--- config.mk ---
export PLATFORM = sky130hd
export DESIGN_NAME = uart_tx_fifo
export DESIGN_NICKNAME = d
export VERILOG_FILES = /design/src/rtl/uart_pkg.sv /design/src/rtl/sync_fifo_param.sv /design/src/rtl/uart_tx_fifo.sv
export SDC_FILE = /design/constraint.sdc
export NUM_CORES = 1
export LEC_CHECK = 0
export BUFFER_PORTS_ARGS = -buffer_cell sky130_fd_sc_hd__buf_2
export CAP_MARGIN = 30
export CORE_MARGIN = 2
export CORE_UTILIZATION = 23
export DETAILED_ROUTE_END_ITERATION = 6
export PLACE_DENSITY_LB_ADDON = 0.05
export SLEW_MARGIN = 20
export SYNTH_ARGS = -nofsm -noshare
export SYNTH_HDL_FRONTEND = slang
export SYNTH_SLANG_ARGS = --single-unit
--- constraint.sdc ---
create_clock -name clk -period 6.81 [get_ports clk]
set_input_delay 0.681 -clock clk [delete_from_list [all_inputs] [get_ports clk]]
set_output_delay 0.681 -clock clk [all_outputs]
set_load 0.1 [all_outputs]
--- src/rtl/uart_pkg.sv ---
// Shared UART definitions: transmitter/receiver state encoding, frame
// width and the baud-divisor helper.
package uart_pkg;

    localparam int UART_DATA_BITS = 8;

    typedef enum logic [1:0] {
        IDLE  = 2'd0,
        START = 2'd1,
        DATA  = 2'd2,
        STOP  = 2'd3
    } uart_state_t;

    // Clock cycles per serial bit; integer truncation.
    function automatic int calc_baud_div(input int clk_freq, input int baud);
        return clk_freq / baud;
    endfunction

endpackage

--- src/rtl/sync_fifo_param.sv ---
// Synchronous circular-buffer FIFO with registered full/empty/level.
// A write is accepted only when not full at the start of the cycle; a pop
// in the same cycle does not make room for it. The head entry is always
// visible on o_rd_data (first-word fall-through).
// Ports:
//   clk, rst_n    clock, async active-low reset
//   i_wr_en       push i_wr_data (ignored when full)
//   i_wr_data     write data
//   i_rd_en       pop the head entry (ignored when empty)
//   o_rd_data     current head entry
//   o_full        DEPTH entries held
//   o_empty       no entries held
//   o_level       occupancy, 0..DEPTH
module sync_fifo_param #(
    parameter int DATA_WIDTH = 8,
    parameter int DEPTH      = 4
) (
    input  logic                         clk,
    input  logic                         rst_n,
    input  logic                         i_wr_en,
    input  logic [DATA_WIDTH-1:0]        i_wr_data,
    input  logic                         i_rd_en,
    output logic [DATA_WIDTH-1:0]        o_rd_data,
    output logic                         o_full,
    output logic                         o_empty,
    output logic [$clog2(DEPTH):0]       o_level
);

    localparam int PTR_W = $clog2(DEPTH);
    localparam logic [PTR_W:0] LVL_FULL = (PTR_W+1)'(DEPTH);

    logic [DATA_WIDTH-1:0] r_mem [DEPTH];
    logic [PTR_W-1:0]      r_wr_ptr;
    logic [PTR_W-1:0]      r_rd_ptr;
    logic [PTR_W:0]        r_level;
    logic                  r_full;
    logic                  r_empty;

    logic                  w_wr_ok;
    logic                  w_rd_ok;
    logic [PTR_W:0]        w_level_nxt;

    assign w_wr_ok     = i_wr_en & ~r_full;
    assign w_rd_ok     = i_rd_en & ~r_empty;
    assign w_level_nxt = r_level + (PTR_W+1)'(w_wr_ok) - (PTR_W+1)'(w_rd_ok);

    // Storage carries no reset; validity is tracked by the pointers.
    always_ff @(posedge clk) begin
        if (w_wr_ok) begin
            r_mem[r_wr_ptr] <= i_wr_data;
        end
    end

    always_ff @(posedge clk or negedge rst_n) begin
        if (!rst_n) begin
            r_wr_ptr <= '0;
            r_rd_ptr <= '0;
            r_level  <= '0;
            r_full   <= 1'b0;
            r_empty  <= 1'b1;
        end else begin
            if (w_wr_ok) begin
                r_wr_ptr <= r_wr_ptr + PTR_W'(1);
            end
            if (w_rd_ok) begin
                r_rd_ptr <= r_rd_ptr + PTR_W'(1);
            end
            r_level <= w_level_nxt;
            r_full  <= (w_level_nxt == LVL_FULL);
            r_empty <= (w_level_nxt == '0);
        end
    end

    assign o_rd_data = r_mem[r_rd_ptr];
    assign o_full    = r_full;
    assign o_empty   = r_empty;
    assign o_level   = r_level;

endmodule

--- src/rtl/uart_tx_fifo.sv ---
// Buffered 8N1 UART transmitter. Byte writes are queued in a small FIFO and
// serialised LSB first onto tx, which is driven straight from a flop.
// Ports:
//   clk, rst_n    clock, async active-low reset
//   i_wr_en       one-cycle write strike from the UART slave
//   i_wr_data     byte to enqueue
//   i_clr_ovf     clear the sticky overflow flag
//   o_full        FIFO holds FIFO_DEPTH bytes
//   o_empty       FIFO holds no bytes
//   o_level       FIFO occupancy
//   o_busy        frame on the line or bytes still queued
//   o_overflow    sticky, set when a write is dropped
//   tx            serial line, idle high
//
// state | meaning
// IDLE  | line high; pops the head byte as soon as the FIFO is non-empty
// START | start bit (low) for one bit period
// DATA  | eight data bits, LSB first, one bit period each
// STOP  | stop bit (high) for one bit period
module uart_tx_fifo
    import uart_pkg::*;
#(
    parameter int CLK_FREQ   = 50000000,
    parameter int BAUD       = 115200,
    parameter int FIFO_DEPTH = 4,
    parameter int PTR_W      = $clog2(FIFO_DEPTH)
) (
    input  logic             clk,
    input  logic             rst_n,
    input  logic             i_wr_en,
    input  logic [7:0]       i_wr_data,
    input  logic             i_clr_ovf,
    output logic             o_full,
    output logic             o_empty,
    output logic [PTR_W:0]   o_level,
    output logic             o_busy,
    output logic             o_overflow,
    output logic             tx
);

    localparam int BAUD_DIV = calc_baud_div(CLK_FREQ, BAUD);
    localparam int CNT_W    = $clog2(BAUD_DIV);
    localparam int IDX_W    = $clog2(UART_DATA_BITS);
    localparam logic [CNT_W-1:0] CNT_LAST = CNT_W'(BAUD_DIV - 1);
    localparam logic [IDX_W-1:0] IDX_LAST = IDX_W'(UART_DATA_BITS - 1);

    uart_state_t               r_state;
    uart_state_t               w_state_nxt;
    logic [CNT_W-1:0]          r_baud_cnt;
    logic [IDX_W-1:0]          r_bit_idx;
    logic [UART_DATA_BITS-1:0] r_shift;
    logic                      r_tx;
    logic                      r_overflow;

    logic                      w_pop;
    logic                      w_bit_end;
    logic                      w_tx_nxt;
    logic [UART_DATA_BITS-1:0] w_fifo_rd_data;
    logic                      w_fifo_full;
    logic                      w_fifo_empty;

    sync_fifo_param #(
        .DATA_WIDTH (UART_DATA_BITS),
        .DEPTH      (FIFO_DEPTH)
    ) u_fifo (
        .clk        (clk),
        .rst_n      (rst_n),
        .i_wr_en    (i_wr_en),
        .i_wr_data  (i_wr_data),
        .i_rd_en    (w_pop),
        .o_rd_data  (w_fifo_rd_data),
        .o_full     (w_fifo_full),
        .o_empty    (w_fifo_empty),
        .o_level    (o_level)
    );

    assign w_bit_end = (r_baud_cnt == CNT_LAST);

    // Next tx level is computed alongside the next state so the line flop
    // changes on the same edge as the state it belongs to.
    always_comb begin
        w_state_nxt = r_state;
        w_pop       = 1'b0;
        w_tx_nxt    = 1'b1;
        unique case (r_state)
            IDLE: begin
                if (!w_fifo_empty) begin
                    w_pop       = 1'b1;
                    w_state_nxt = START;
                    w_tx_nxt    = 1'b0;
                end
            end
            START: begin
                w_tx_nxt = 1'b0;
                if (w_bit_end) begin
                    w_state_nxt = DATA;
                    w_tx_nxt    = r_shift[0];
                end
            end
            DATA: begin
                w_tx_nxt = r_shift[0];
                if (w_bit_end) begin
                    if (r_bit_idx == IDX_LAST) begin
                        w_state_nxt = STOP;
                        w_tx_nxt    = 1'b1;
                    end else begin
                        w_tx_nxt = r_shift[1];
                    end
                end
            end
            STOP: begin
                w_tx_nxt = 1'b1;
                if (w_bit_end) begin
                    w_state_nxt = IDLE;
                end
            end
            default: begin
                w_state_nxt = IDLE;
            end
        endcase
    end

    always_ff @(posedge clk or negedge rst_n) begin
        if (!rst_n) begin
            r_state    <= IDLE;
            r_tx       <= 1'b1;
            r_baud_cnt <= '0;
            r_bit_idx  <= '0;
            r_shift    <= '0;
        end else begin
            r_state <= w_state_nxt;
            r_tx    <= w_tx_nxt;
            if (w_pop) begin
                r_shift    <= w_fifo_rd_data;
                r_baud_cnt <= '0;
                r_bit_idx  <= '0;
            end else if (r_state != IDLE) begin
                r_baud_cnt <= w_bit_end ? '0 : r_baud_cnt + CNT_W'(1);
                if (w_bit_end && r_state == START) begin
                    r_bit_idx <= '0;
                end
                if (w_bit_end && r_state == DATA) begin
                    r_shift   <= r_shift >> 1;
                    r_bit_idx <= r_bit_idx + IDX_W'(1);
                end
            end
        end
    end

    // A dropped write outranks a simultaneous clear.
    always_ff @(posedge clk or negedge rst_n) begin
        if (!rst_n) begin
            r_overflow <= 1'b0;
        end else if (i_wr_en && w_fifo_full) begin
            r_overflow <= 1'b1;
        end else if (i_clr_ovf) begin
            r_overflow <= 1'b0;
        end
    end

    assign o_full     = w_fifo_full;
    assign o_empty    = w_fifo_empty;
    assign o_busy     = (r_state != IDLE) | ~w_fifo_empty;
    assign o_overflow = r_overflow;
    assign tx         = r_tx;

endmodule

-- Yosys cells after proc, flatten, opt, wreduce, memory -nomap -nowiden
Memory sizes are Yosys's and may differ from the RTL's.
Cells that the tools add are included.
- word-level logic and storage cells: 74
- memory bits (writable): 32
- memories: 1
- flip-flop bits (word level): 33
- input bits: 12
- output and inout port bits: 8
- memory list (memory ; depth ; width ; rd ports ; clocked after memory_dff ; write ports ; line ; source):
    u_fifo.r_mem ; 4 ; 8 ; 1 ; 0 ; 1 ; sync_fifo_param.sv:32 ; logic [DATA_WIDTH-1:0] r_mem [DEPTH];
- muxes and demuxes: 27
- equal/unequal tests: 11
- add/sub/neg operators: 6
- reductions and logical operators: 13
- bitwise operators: 5
- operators by type and width (cell ; number):
    $mux 9 ; 3
    $mux 8 ; 3
    $mux 3 ; 4
    $mux 1 ; 10
    $mux 2 ; 5
    $ne 2x2->1 const B ; 5
    $add 9x1->9 const B ; 1
    $eq 9x9->1 const B ; 1
    $pmux 2 s4 ; 1
    $reduce_bool 2->1 ; 4
    $eq 3x3->1 const B ; 2
    $reduce_and 5->1 ; 1
    $add 2x1->2 const B ; 2
    $eq 2x2->1 const B ; 2
    $pmux 1 s4 ; 1
    $reduce_and 2->1 ; 2
    $add 3x1->3 ; 1
    $add 3x1->3 const B ; 1
    $logic_and 1x1->1 ; 3
    $logic_not 3->1 ; 1
    $reduce_bool 3->1 ; 1
    $sub 3x1->3 ; 1
    $and 1x1->1 ; 2
    $eq 2x1->1 const B ; 1
    3 further kinds ; 4

-- Depth between registers and ports, before layout
Gate-level depths: netlist (run 1).
- word-level depth: 6
- depth in mapped cells: 10
- depth with buffers taken out: 10

-- Modules after synthesis
Synthesis (run 1) repeated with hierarchy kept, for this count alone.
- cell total of the unflattened synthesis: 206
- area, all modules: 2962.8 um^2
- by module, submodules not included (module ; cells an instance ; times used ; sequential area each (um^2) ; area each (um^2)):
    sync_fifo_param ; 78 ; 1 ; 1187.4 ; 1626.6
    uart_tx_fifo ; 128 ; 1 ; 601.8 ; 1336.3

-- Worst setup path before layout (run 1)
Ideal clock, no wire load.
- path type: register to register
- start: register u_fifo.r_empty (netlist: u_fifo.o_empty)
- end: register u_fifo.r_full (netlist: u_fifo.o_full)
- arrival time: 2.471 ns
- buffers on the path: 0
- slack: 4.251 ns
- stages on the path, launching flop included: 10
- data required time: 6.722 ns
- clock period less this slack: 2.559 ns
- library setup time: 0.088 ns
- path through: dfstp_2 > inv_1 > nand2_1 > inv_1 > ha_1 > inv_1 > ha_1 > fa_1 > xnor2_1 > nor3b_1
- word-level cells in the longest chain between the ends: 5
- elaborated cells on any way between the ends: 6
- those cells by class: add/sub (1); eq/ne (1); mux (2); bitwise (2)
- ends and longest elaborated chain (element ; line ; source):
    start, declared ; sync_fifo_param.sv:37 ; logic r_empty;
    start signal, assigned ; sync_fifo_param.sv:70 ; r_empty <= (w_level_nxt == '0);
    $mux 1 ; uart_tx_fifo.sv:87 ; if (!w_fifo_empty) begin
    $mux 1 ; uart_tx_fifo.sv:85 ; unique case (r_state)
    $and 1x1->1 (*) ; sync_fifo_param.sv:44 ; assign w_rd_ok = i_rd_en & ~r_empty;
    via u_fifo.w_rd_ok ; sync_fifo_param.sv:40 ; logic w_rd_ok;
    $sub 3x1->3 (*) ; sync_fifo_param.sv:45 ; assign w_level_nxt = r_level + (PTR_W+1)'(w_wr_ok) - (PTR_W+1)'(w_rd_ok);
    via u_fifo.w_level_nxt[2] ; sync_fifo_param.sv:41 ; logic [PTR_W:0] w_level_nxt;
    $eq 3x3->1 (*) ; sync_fifo_param.sv:69 ; r_full <= (w_level_nxt == LVL_FULL);
    end signal, assigned ; sync_fifo_param.sv:69 ;
    end, declared ; sync_fifo_param.sv:36 ; logic r_full;
Mark *: on every way through the listed nets, which the timed path passes. The rest lies on a longest branch.
A chain may end at the register's enable or synchronous reset.

-- Final worst setup path (run 1)
- start: register r_state[0]
- end: register u_fifo.r_full (netlist: u_fifo.o_full)
- word-level cells in the longest chain between the ends: 5
- ends and longest elaborated chain (element ; line ; source):
    start, declared ; uart_tx_fifo.sv:47 ; uart_state_t r_state;
    start signal, assigned ; uart_tx_fifo.sv:131 ; r_state <= w_state_nxt;
    $logic_not 2->1 ; uart_tx_fifo.sv:85 ;
    $mux 1 ; uart_tx_fifo.sv:85 ;
    $and 1x1->1 ; sync_fifo_param.sv:44 ;
    via u_fifo.w_rd_ok ; sync_fifo_param.sv:40 ;
    $sub 3x1->3 ; sync_fifo_param.sv:45 ;
    via u_fifo.w_level_nxt[2] ; sync_fifo_param.sv:41 ;
    $eq 3x3->1 ; sync_fifo_param.sv:69 ;
The timed path passes the listed nets, and every way through them passes these cells.

==> results of run 1 <==
==> metal layers <==
metal,part of all wire,vias to the layer above,global-route usage
met3,0.043,9,0.04446
met2,0.48,25,0.1520
met5,0,-,0
met1,0.45,818,0.1154
met4,0.018,0,0.03810
li1,-,804,-
==> kinds of logic (layout without fill, tap and decap cells) <==
logic type,Yosys count,after routing,synth area share
flip-flops,65,65,0.6199
buffers and inverters,20,49,0.02731
multiplexers,18,18,0.09796
AO/OA/AOI/OAI,31,31,0.06893
AND/OR/NAND/NOR,49,49,0.09276
XOR/XNOR,7,7,0.02124
adder cells (fa/ha/maj),16,16,0.07196
==> worst max-delay path, cell delays in order (launching register included) <==
cell	delay, ps
dfrtp_1	380
inv_1	100
ha_1	280
nand2_1	410
inv_1	220
ha_1	320
inv_1	40
ha_1	180
fa_1	380
xnor2_1	240
nor3b_1	210
==> cell type report <==
class,count,area (um2)
fillers,1268,8643
flip-flops and latches,65,1789
multi-input cells,121,1018
clock buffers,9,225.2
well taps,168,210.2
repair buffers,19,95.09
clock inverters,7,77.57
inverters,14,52.55
==> sequential cells by signal, indices dropped and copies added (netlist names) <==
signal           count
u_fifo.o_empty       1
o_overflow           1
r_bit_idx            3
r_shift              8
u_fifo.o_full        1
u_fifo.r_mem        32
r_baud_cnt           9
u_fifo.o_level       3
tx                   1
r_state              2
u_fifo.r_rd_ptr      2
u_fifo.r_wr_ptr      2
==> synth_stat cells, types with 2 or more instances <==
cell type  instances
edfxtp_1          32
dfrtp_1           31
ha_1              15
inv_1             13
a21oi_1           12
nand2_1           11
nor2_1            10
and2_1             8
mux2i_1            8
mux4_2             8
a31oi_1            6
nand2b_1           4
o21ai_0            4
xnor2_1            4
a22o_1             3
buf_2              3
clkbuf_1           3
nand3_1            3
xor2_1             3
and3_1             2
dfstp_2            2
nand4_1            2
nor3b_1            2
==> where the power goes <==
| group | internal (uW) | switching, uW |
|---|---|---|
| combinational | 56.9 | 174 |
| sequential | 474 | 21.1 |
| clock | 288 | 185 |
| total | 819 | 380 |
==> worst paths after layout <==
check	from	endpoint	depth (start not counted)
hold / removal	rst_n	r_baud_cnt[5]	1
setup reg to reg	r_state[0]	u_fifo.o_full	10
setup / recovery	r_state[0]	u_fifo.o_full	10
min in group clk	r_bit_idx[2]	r_bit_idx[2]	1
max in group asynchronous	rst_n	r_shift[2]	1
hold reg to reg	r_bit_idx[2]	r_bit_idx[2]	1
==> metrics by stage <==
| step | setup slack, ps | util |
|---|---|---|
| 6_report | 3985 | 0.2864 |
| 2_1_floorplan | 4251 | - |
| 3_5_place_dp | 3914 | 0.2614 |
| 4_1_cts | 3907 | 0.2864 |
| 3_3_place_gp | 4005 | 0.2614 |
| 5_1_grt | 3652 | 0.2864 |
==> cell usage in the layout (no fill, tap or decap), types with 2 or more instances in the layout <==
cell type	n
o21ai_0	4
nor3b_1	2
xor2_1	3
and3_1	2
nand3_1	3
inv_1	13
and2_1	8
edfxtp_1	32
dfstp_2	2
nand2_1	11
ha_1	15
buf_2	19
a31oi_1	6
a21oi_1	12
xnor2_1	4
clkbuf_16	9
mux4_2	8
nor2_1	10
mux2i_1	8
nand4_1	2
clkinv_2	2
nand2b_1	4
dfrtp_1	31
a22o_1	3
inv_6	2
==> run_results.csv, run 1 <==
group,metric,value,unit
run_status,status,"completed",
setup_path,worstPathArrival,3070,ps
setup_path,path_class,"reg -> reg",
global_routing,grt_pass1_vias,1782,
logic_synthesis,yosysTopAreaCell,"edfxtp_1",
cells_and_area,drive_gt1_frac,0.2170,
floorplan,core,12110,um2
route,first_iter_violations,45,
logic_synthesis,yosys_warnings,0,
cells_and_area,diodes,0,
placement,dp.cells,387,
cells_and_area,instances_no_fill,403,
clock_tree,htreeDepth,3,
route,wl_per_cell,13.99,um
cells_and_area,nNetsFinal,258,
timing,fin_worst_skew,7.062,ps
flow_run,drv_cap,0,
route,drt_first_pass_iters,4,
global_routing,grt_pass1_wl,9459,um
logic_synthesis,synth-async-reset-ratio,0.5077,
clock_tree,clkTransAtPathRegs,60,ps
logic_synthesis,ys_ff_latch,65,
logic_synthesis,synth-edff-count,32,
clock_tree,cts_sinks,65,
timing,hold_violations,0,
logic_synthesis,synth_flop_cell,"edfxtp_1",
timing,max_slew_margin,0.4490,
global_routing,antenna_found_initial,0,
power,power_density,345.5,nW/um2
timing,maxSlewViolCount,0,
logic_synthesis,synth_nets,234,
timing,fin_crit,2825,ps
timing,fin_hold_ws,426.3,ps
route,ant_nets,0,
placement,gp_congestion,0.6911,
clock_tree,tritoncts,"yes",
route,wirelength,5639,um
logic_synthesis,synth_area_leaders,"edfxtp_1, dfrtp_1, ha_1",
floorplan,initial_utilization,0.2383,
clock_tree,cts_resized,0,
route,drc,0,
logic_synthesis,synthCells,206,
cells_and_area,fin_area,3468,um2
setup_path,cp-end-kind,"flop",
placement,dpl_cell_area,3166,um2
global_routing,globalRoute.totalOverflow,0,
worst_hold_path,hp-class,"in -> async",
timing,fin_crit_sh,0.4149,
clock_tree,cts_buffers,9,
floorplan,die_area,13460,um2
setup_path,r2r_slack,3980,ps
logic_synthesis,synth_area,2887,um2
clock_tree,root_buffer,"clkbuf_16",
floorplan,fp.dieH,116.0,um
route,vias,1656,
placement,io_buffers,19,
logic_synthesis,avgSynthCellArea,14.01,um2
global_routing,grt_max_degree,34,
clock_tree,clk_latency,330,ps
setup_path,cp_max_fo,16,
setup_path,crit_path_start_kind,"flop",
route,avgViaCountPerCell,4.109,
floorplan,fp.dieW,116.0,um
timing,setup_tns,0,ps
placement,place_hpwl,3814,um
clock_tree,postCtsHoldBufs,0,
power,fin_total_pwr,1198,uW
timing,tightestPinTransition,826.5,ps
logic_synthesis,yosysUniqueCellTypes,40,
power,ir_drop,0.1202,mV
timing,clock.fmax,354.0,MHz
clock_tree,cts_setup_buffers,0,
logic_synthesis,ys_seq_area_frac,0.6199,
logic_synthesis,yosysTopAreaCellShare,0.3329,
floorplan,pin_count,20,
floorplan,rows,40,
timing,rsz0062_at_grt,"no",
power,power.leakage,0.001436,uW
setup_path,worstPathRequired,7060,ps
timing,setup_viol,0,
cells_and_area,syn2layout_area_growth,20.16,%
global_routing,grt.total_usage,0.09656,
clock_tree,cts_buffer_depth,2,
(Power assumes the default switching activity.)
==> inputs of run 2 (changes only) <==
clock period = 2.5 ns   (was 6.81 ns; I/O delays follow)
==> run_results.csv, run 2 (synthesis gave the netlist of run 1 again) <==
group,metric,value,unit
timing,tightestPinTransition,790.2,ps
placement,gp_congestion,0.6825,
route,drc,0,
power,seq_power_share,0.422,
setup_path,cp-end-kind,"flop",
timing,maxSlewViolCount,0,
floorplan,rows,40,
global_routing,globalRoute.totalOverflow,0,
worst_hold_path,hp-class,"in -> async",
cells_and_area,reg.largest.list,"u_fifo.r_mem (32), r_baud_cnt (9), r_shift (8)",
route,first_iter_violations,79,
power,power_density,914.2,nW/um2
power,p_int,2148,uW
route,ant_nets,0,
clock_tree,tritoncts,"yes",
cells_and_area,diodes,0,
floorplan,pin_count,20,
setup_path,cp_max_fo,7,
timing,setup_viol,0,
floorplan,core,12110,um2
cells_and_area,largest_reg_flops,32,
power,power.leakage,0.001440,uW
timing,hold_violations,0,
global_routing,grt_pass1_wl,10170,um
clock_tree,postCtsHoldBufs,0,
timing,clock.fmax,434.5,MHz
setup_path,crit_path_start_kind,"flop",
placement,io_buffers,19,
timing,setup_tns,0,ps
cells_and_area,nNetsFinal,263,
cells_and_area,drive_gt1_frac,0.2375,
setup_path,cp_cell_sequence,"inv_1 > ha_1 > nand2_1 > inv_1 > ha_1 > inv_1 > ha_1 > fa_1 > xnor2_2 > nor3b_2",
cells_and_area,top_register,"u_fifo.r_mem",
global_routing,grt_use_met2,0.1637,
setup_path,slowest_stage,"fa_1",
setup_path,path_class,"reg -> reg",
placement,place_hpwl,3979,um
cells_and_area,mostFrequentLayoutCells,"edfxtp_1, dfrtp_1, buf_2, ha_1, inv_1",
power,power_frac_comb,0.212,
timing,max_slew_margin,0.4732,
clock_tree,clk_latency,340,ps
clock_tree,cts_buffer_depth,2,
route,drt_first_pass_iters,4,
route,wirelength,5934,um
clock_tree,cts_buffers,9,
global_routing,grt_max_degree,34,
power,power.net_switching,1046,uW
clock_tree,cts_setup_buffers,0,
flow_run,drv_cap,0,
timing,fin_worst_skew,11.32,ps
clock_tree,cts_sinks,65,
cells_and_area,syn2layout_area_growth,21.02,%
floorplan,die_area,13460,um2
cells_and_area,layout_commonest_cell,"edfxtp_1",
run_status,status,"completed",
clock_tree,clkTransAtPathRegs,50,ps
global_routing,use_met1,0.1274,
setup_path,r2r_cells,10,
clock_tree,htreeDepth,3,
floorplan,fp.dieW,116.0,um
global_routing,grt_pass1_vias,1845,
setup_path,worstPathArrival,2550,ps
clock_tree,cts_resized,0,
power,pwr-share-clk,0.366,
global_routing,use_met3,0.04236,
timing,fin_crit,2302,ps
setup_path,cpPeakStageDelay,410,ps
cells_and_area,instances_no_fill,408,
timing,rsz0062_at_grt,"no",
clock_tree,root_buffer,"clkbuf_16",
global_routing,grt_busiest_layer,"met2",
setup_path,worstPathRequired,2750,ps
placement,dp.cells,392,
route,wl_per_cell,14.54,um
route,avgViaCountPerCell,4.137,
timing,fin_crit_sh,0.9206,
route,vias,1688,
floorplan,fp.dieH,116.0,um
power,p_sw_frac,0.3276,
power,ir_drop,0.3383,mV
floorplan,initial_utilization,0.2383,
global_routing,antenna_found_initial,0,
global_routing,grt.total_usage,0.1044,
==> run 2: cell types whose count changed in the layout (fill, tap and decap cells not counted), sizes merged <==
cell	delta
buf	+5
bufinv	-1
clkbuf	+1
clkinv	-1
clkinvlp	+3
inv	-2
==> run 2: path summary, 6_finish.rpt <==
| check | slack, ps | startpoint | endpoint |
|---|---|---|---|
| max | 200 | r_state[1] | u_fifo.o_full |
| min | 0.9 | rst_n | r_baud_cnt[7] |
| max reg2reg | 200 | r_state[1] | u_fifo.o_full |
| min reg2reg | 520 | r_bit_idx[2] | r_bit_idx[2] |
| max in group asynchronous | 1990 | rst_n | r_state[1] |
| min in group clk | 120 | i_clr_ovf | o_overflow |
==> run 2: worst max-delay path: cells and delay by family (launching register included) <==
| family | cells | cell delay (ps) |
|---|---|---|
| XOR/XNOR | 1 | 210 |
| AND/OR/NAND/NOR | 2 | 300 |
| flip-flops | 1 | 400 |
| adder cells (fa/ha/maj) | 4 | 1120 |
| buffers and inverters | 3 | 200 |
==> run 2: power by group through the flow <==
stage | registers [uW] | logic (uW) | clock network (uW)
2_1_floorplan | 1620 | 240 | 0
3_3_place_gp | 1380 | 662 | 0
3_5_place_dp | 1370 | 658 | 0
4_1_cts | 1350 | 658 | 1220
5_1_grt | 1370 | 731 | 1270
6_report | 1350 | 676 | 1170
==> run 2: area by class of cell <==
class / count / area [um2]
tap: 168 / 210.2
multi-input combinational: 121 / 1031
clock buffer: 10 / 229.0
timing repair buffer: 24 / 132.6
sequential: 65 / 1793
clock inverter: 6 / 45.04
inverter: 14 / 52.55
fill: 1279 / 8618
==> run 2: metal layers <==
metal  vias up  wire length, um
met2        20             2842
li1        817                -
met3        12              220
met4         0              107
met5         -                0
met1       839             2764
==> run 2: through the flow <==
stage,utilization,hold WS [ps],setup slack [ps],area (um2),power (uW)
6_report,0.2884,0.8945,198.4,3493,3194
3_3_place_gp,0.2648,403.6,207.3,3207,2038
3_5_place_dp,0.2648,394.5,126.6,3207,2030
2_1_floorplan,-,-45.59,43.41,2890,1862
5_1_grt,0.2884,51.68,14.82,3493,3370
4_1_cts,0.2874,25.64,96.54,3481,3231
==> inputs of run 3 (changes only) <==
clock period = 2.38 ns   (was 2.5 ns; I/O delays follow)
==> run_results.csv, run 3 (synthesis gave the netlist of run 1 again) <==
group,metric,value,unit
cells_and_area,nNetsFinal,265,
setup_path,path_class,"reg -> out",
floorplan,pin_count,20,
cells_and_area,syn2layout_area_growth,22.50,%
power,power.leakage,0.001467,uW
clock_tree,htreeDepth,3,
global_routing,grt_max_degree,34,
route,drt_first_pass_iters,3,
cells_and_area,layout_commonest_cell,"edfxtp_1",
global_routing,globalRoute.totalOverflow,0,
flow_run,drv_cap,0,
route,drc,0,
setup_path,cp-end-kind,"primary output",
floorplan,rows,40,
global_routing,grt.total_usage,0.09966,
global_routing,grt_pass1_vias,1737,
power,power_density,978.7,nW/um2
setup_path,worst_r2r_endpoint,"u_fifo.o_full",
clock_tree,cts_buffer_depth,2,
run_status,status,"finished, violations left",
route,avgViaCountPerCell,3.993,
timing,rsz0062_at_grt,"no",
cells_and_area,top_register,"u_fifo.r_mem",
clock_tree,cts_resized,0,
setup_path,worstPathRequired,2140,ps
power,ir_drop,0.3732,mV
global_routing,grt_pass1_wl,9473,um
global_routing,antenna_found_initial,0,
timing,fin_hold_ws,-12.27,ps
placement,gp_congestion,0.7187,
cells_and_area,largest_reg_flops,32,
clock_tree,tritoncts,"yes",
timing,hold_violations,30,
route,first_iter_violations,52,
route,wirelength,5771,um
floorplan,fp.dieW,116.0,um
floorplan,die_area,13460,um2
timing,maxSlewViolCount,0,
placement,place_hpwl,3976,um
timing,fin_crit_sh,0.9419,
setup_path,worstPathArrival,2000,ps
setup_path,r2r_cells,10,
route,vias,1637,
cells_and_area,drive_gt1_frac,0.2479,
setup_path,crit_path_start_kind,"flop",
route,ant_nets,0,
timing,tightestPinTransition,796.8,ps
cells_and_area,diodes,0,
floorplan,fp.dieH,116.0,um
timing,setup_viol,0,
floorplan,core,12110,um2
setup_path,timing.rr.start,"r_state[0]",
worst_hold_path,hp-class,"in -> async",
floorplan,initial_utilization,0.2383,
route,wl_per_cell,14.08,um
clock_tree,cts_buffers,9,
timing,max_slew_margin,0.4688,
clock_tree,cts_sinks,65,
run_status,violations,"hold timing",
timing,fin_crit,2242,ps
clock_tree,clk_latency,340,ps
setup_path,cp_max_fo,7,
clock_tree,root_buffer,"clkbuf_16",
clock_tree,cts_setup_buffers,0,
placement,io_buffers,19,
timing,clock.fmax,446.1,MHz
clock_tree,postCtsHoldBufs,0,
cells_and_area,mostFrequentLayoutCells,"edfxtp_1, dfrtp_1, buf_2, ha_1, inv_1",
timing,setup_tns,0,ps
setup_path,r2r_slack,220,ps
timing,fin_worst_skew,6.538,ps
clock_tree,clkTransAtPathRegs,60,ps
cells_and_area,reg.largest.list,"u_fifo.r_mem (32), r_baud_cnt (9), r_shift (8)",
[run 3: changes by cell type in the layout (fill, tap and decap cells not counted), sizes merged]
cell	previous run	this run
bufinv	0	1
clkinv	2	0
clkinvlp	3	1
clkbuf	10	9
buf	24	26
inv	15	19
[run 3: area by class of cell]
cell class	instances	area, um2
multi-input cells	121	1026
repair buffers	26	147.6
flip-flops and latches	65	1793
clock buffers	9	225.2
well taps	168	210.2
fillers	1256	8576
inverters	14	52.55
clock inverters	7	81.33
[run 3: worst max path at each step]
stage / cells past startpoint / slack (ps) / to / start
4_1_cts: 6 / 90 / o_busy / r_state[0]
6_report: 6 / 140 / o_busy / r_state[0]
3_3_place_gp: 10 / 230 / u_fifo.o_full / r_state[0]
3_5_place_dp: 10 / 230 / u_fifo.o_full / r_state[0]
2_1_floorplan: 9 / 8 / u_fifo.o_full / u_fifo.o_empty
5_1_grt: 6 / 8 / o_busy / r_state[1]
[run 3: per-stage QoR]
step,total power (uW),instances,util,setup WS [ps],area [um2]
after floorplan,1969,206,-,7.505,2898
after global placement,2152,394,0.2666,233.2,3229
after detailed placement,2141,394,0.2666,226.6,3229
after CTS,3545,410,0.2919,93.88,3536
after global routing,3652,410,0.2919,8.073,3536
final,3461,410,0.2919,138.2,3536
[run 3: routing by layer]
metal  up-vias  global-route usage  routed length [um]
li1        819                   -                   -
met1       790              0.1147                2623
met2        18              0.1606                2801
met3        10             0.03923                 205
met4         0             0.05238                 140
met5         -                   0                   0
[run 3: where the power goes]
part	switching [uW]	total [uW]	internal (uW)
Combinational	509	681	172
Clock	531	1360	828
Sequential	60.2	1420	1360
[run 3: worst max-delay path: stages, from the launching register on]
cell     delay (ps)
dfrtp_1         370
inv_1            90
ha_1            230
buf_4           160
and2_1          210
inv_2           160
buf_2           450
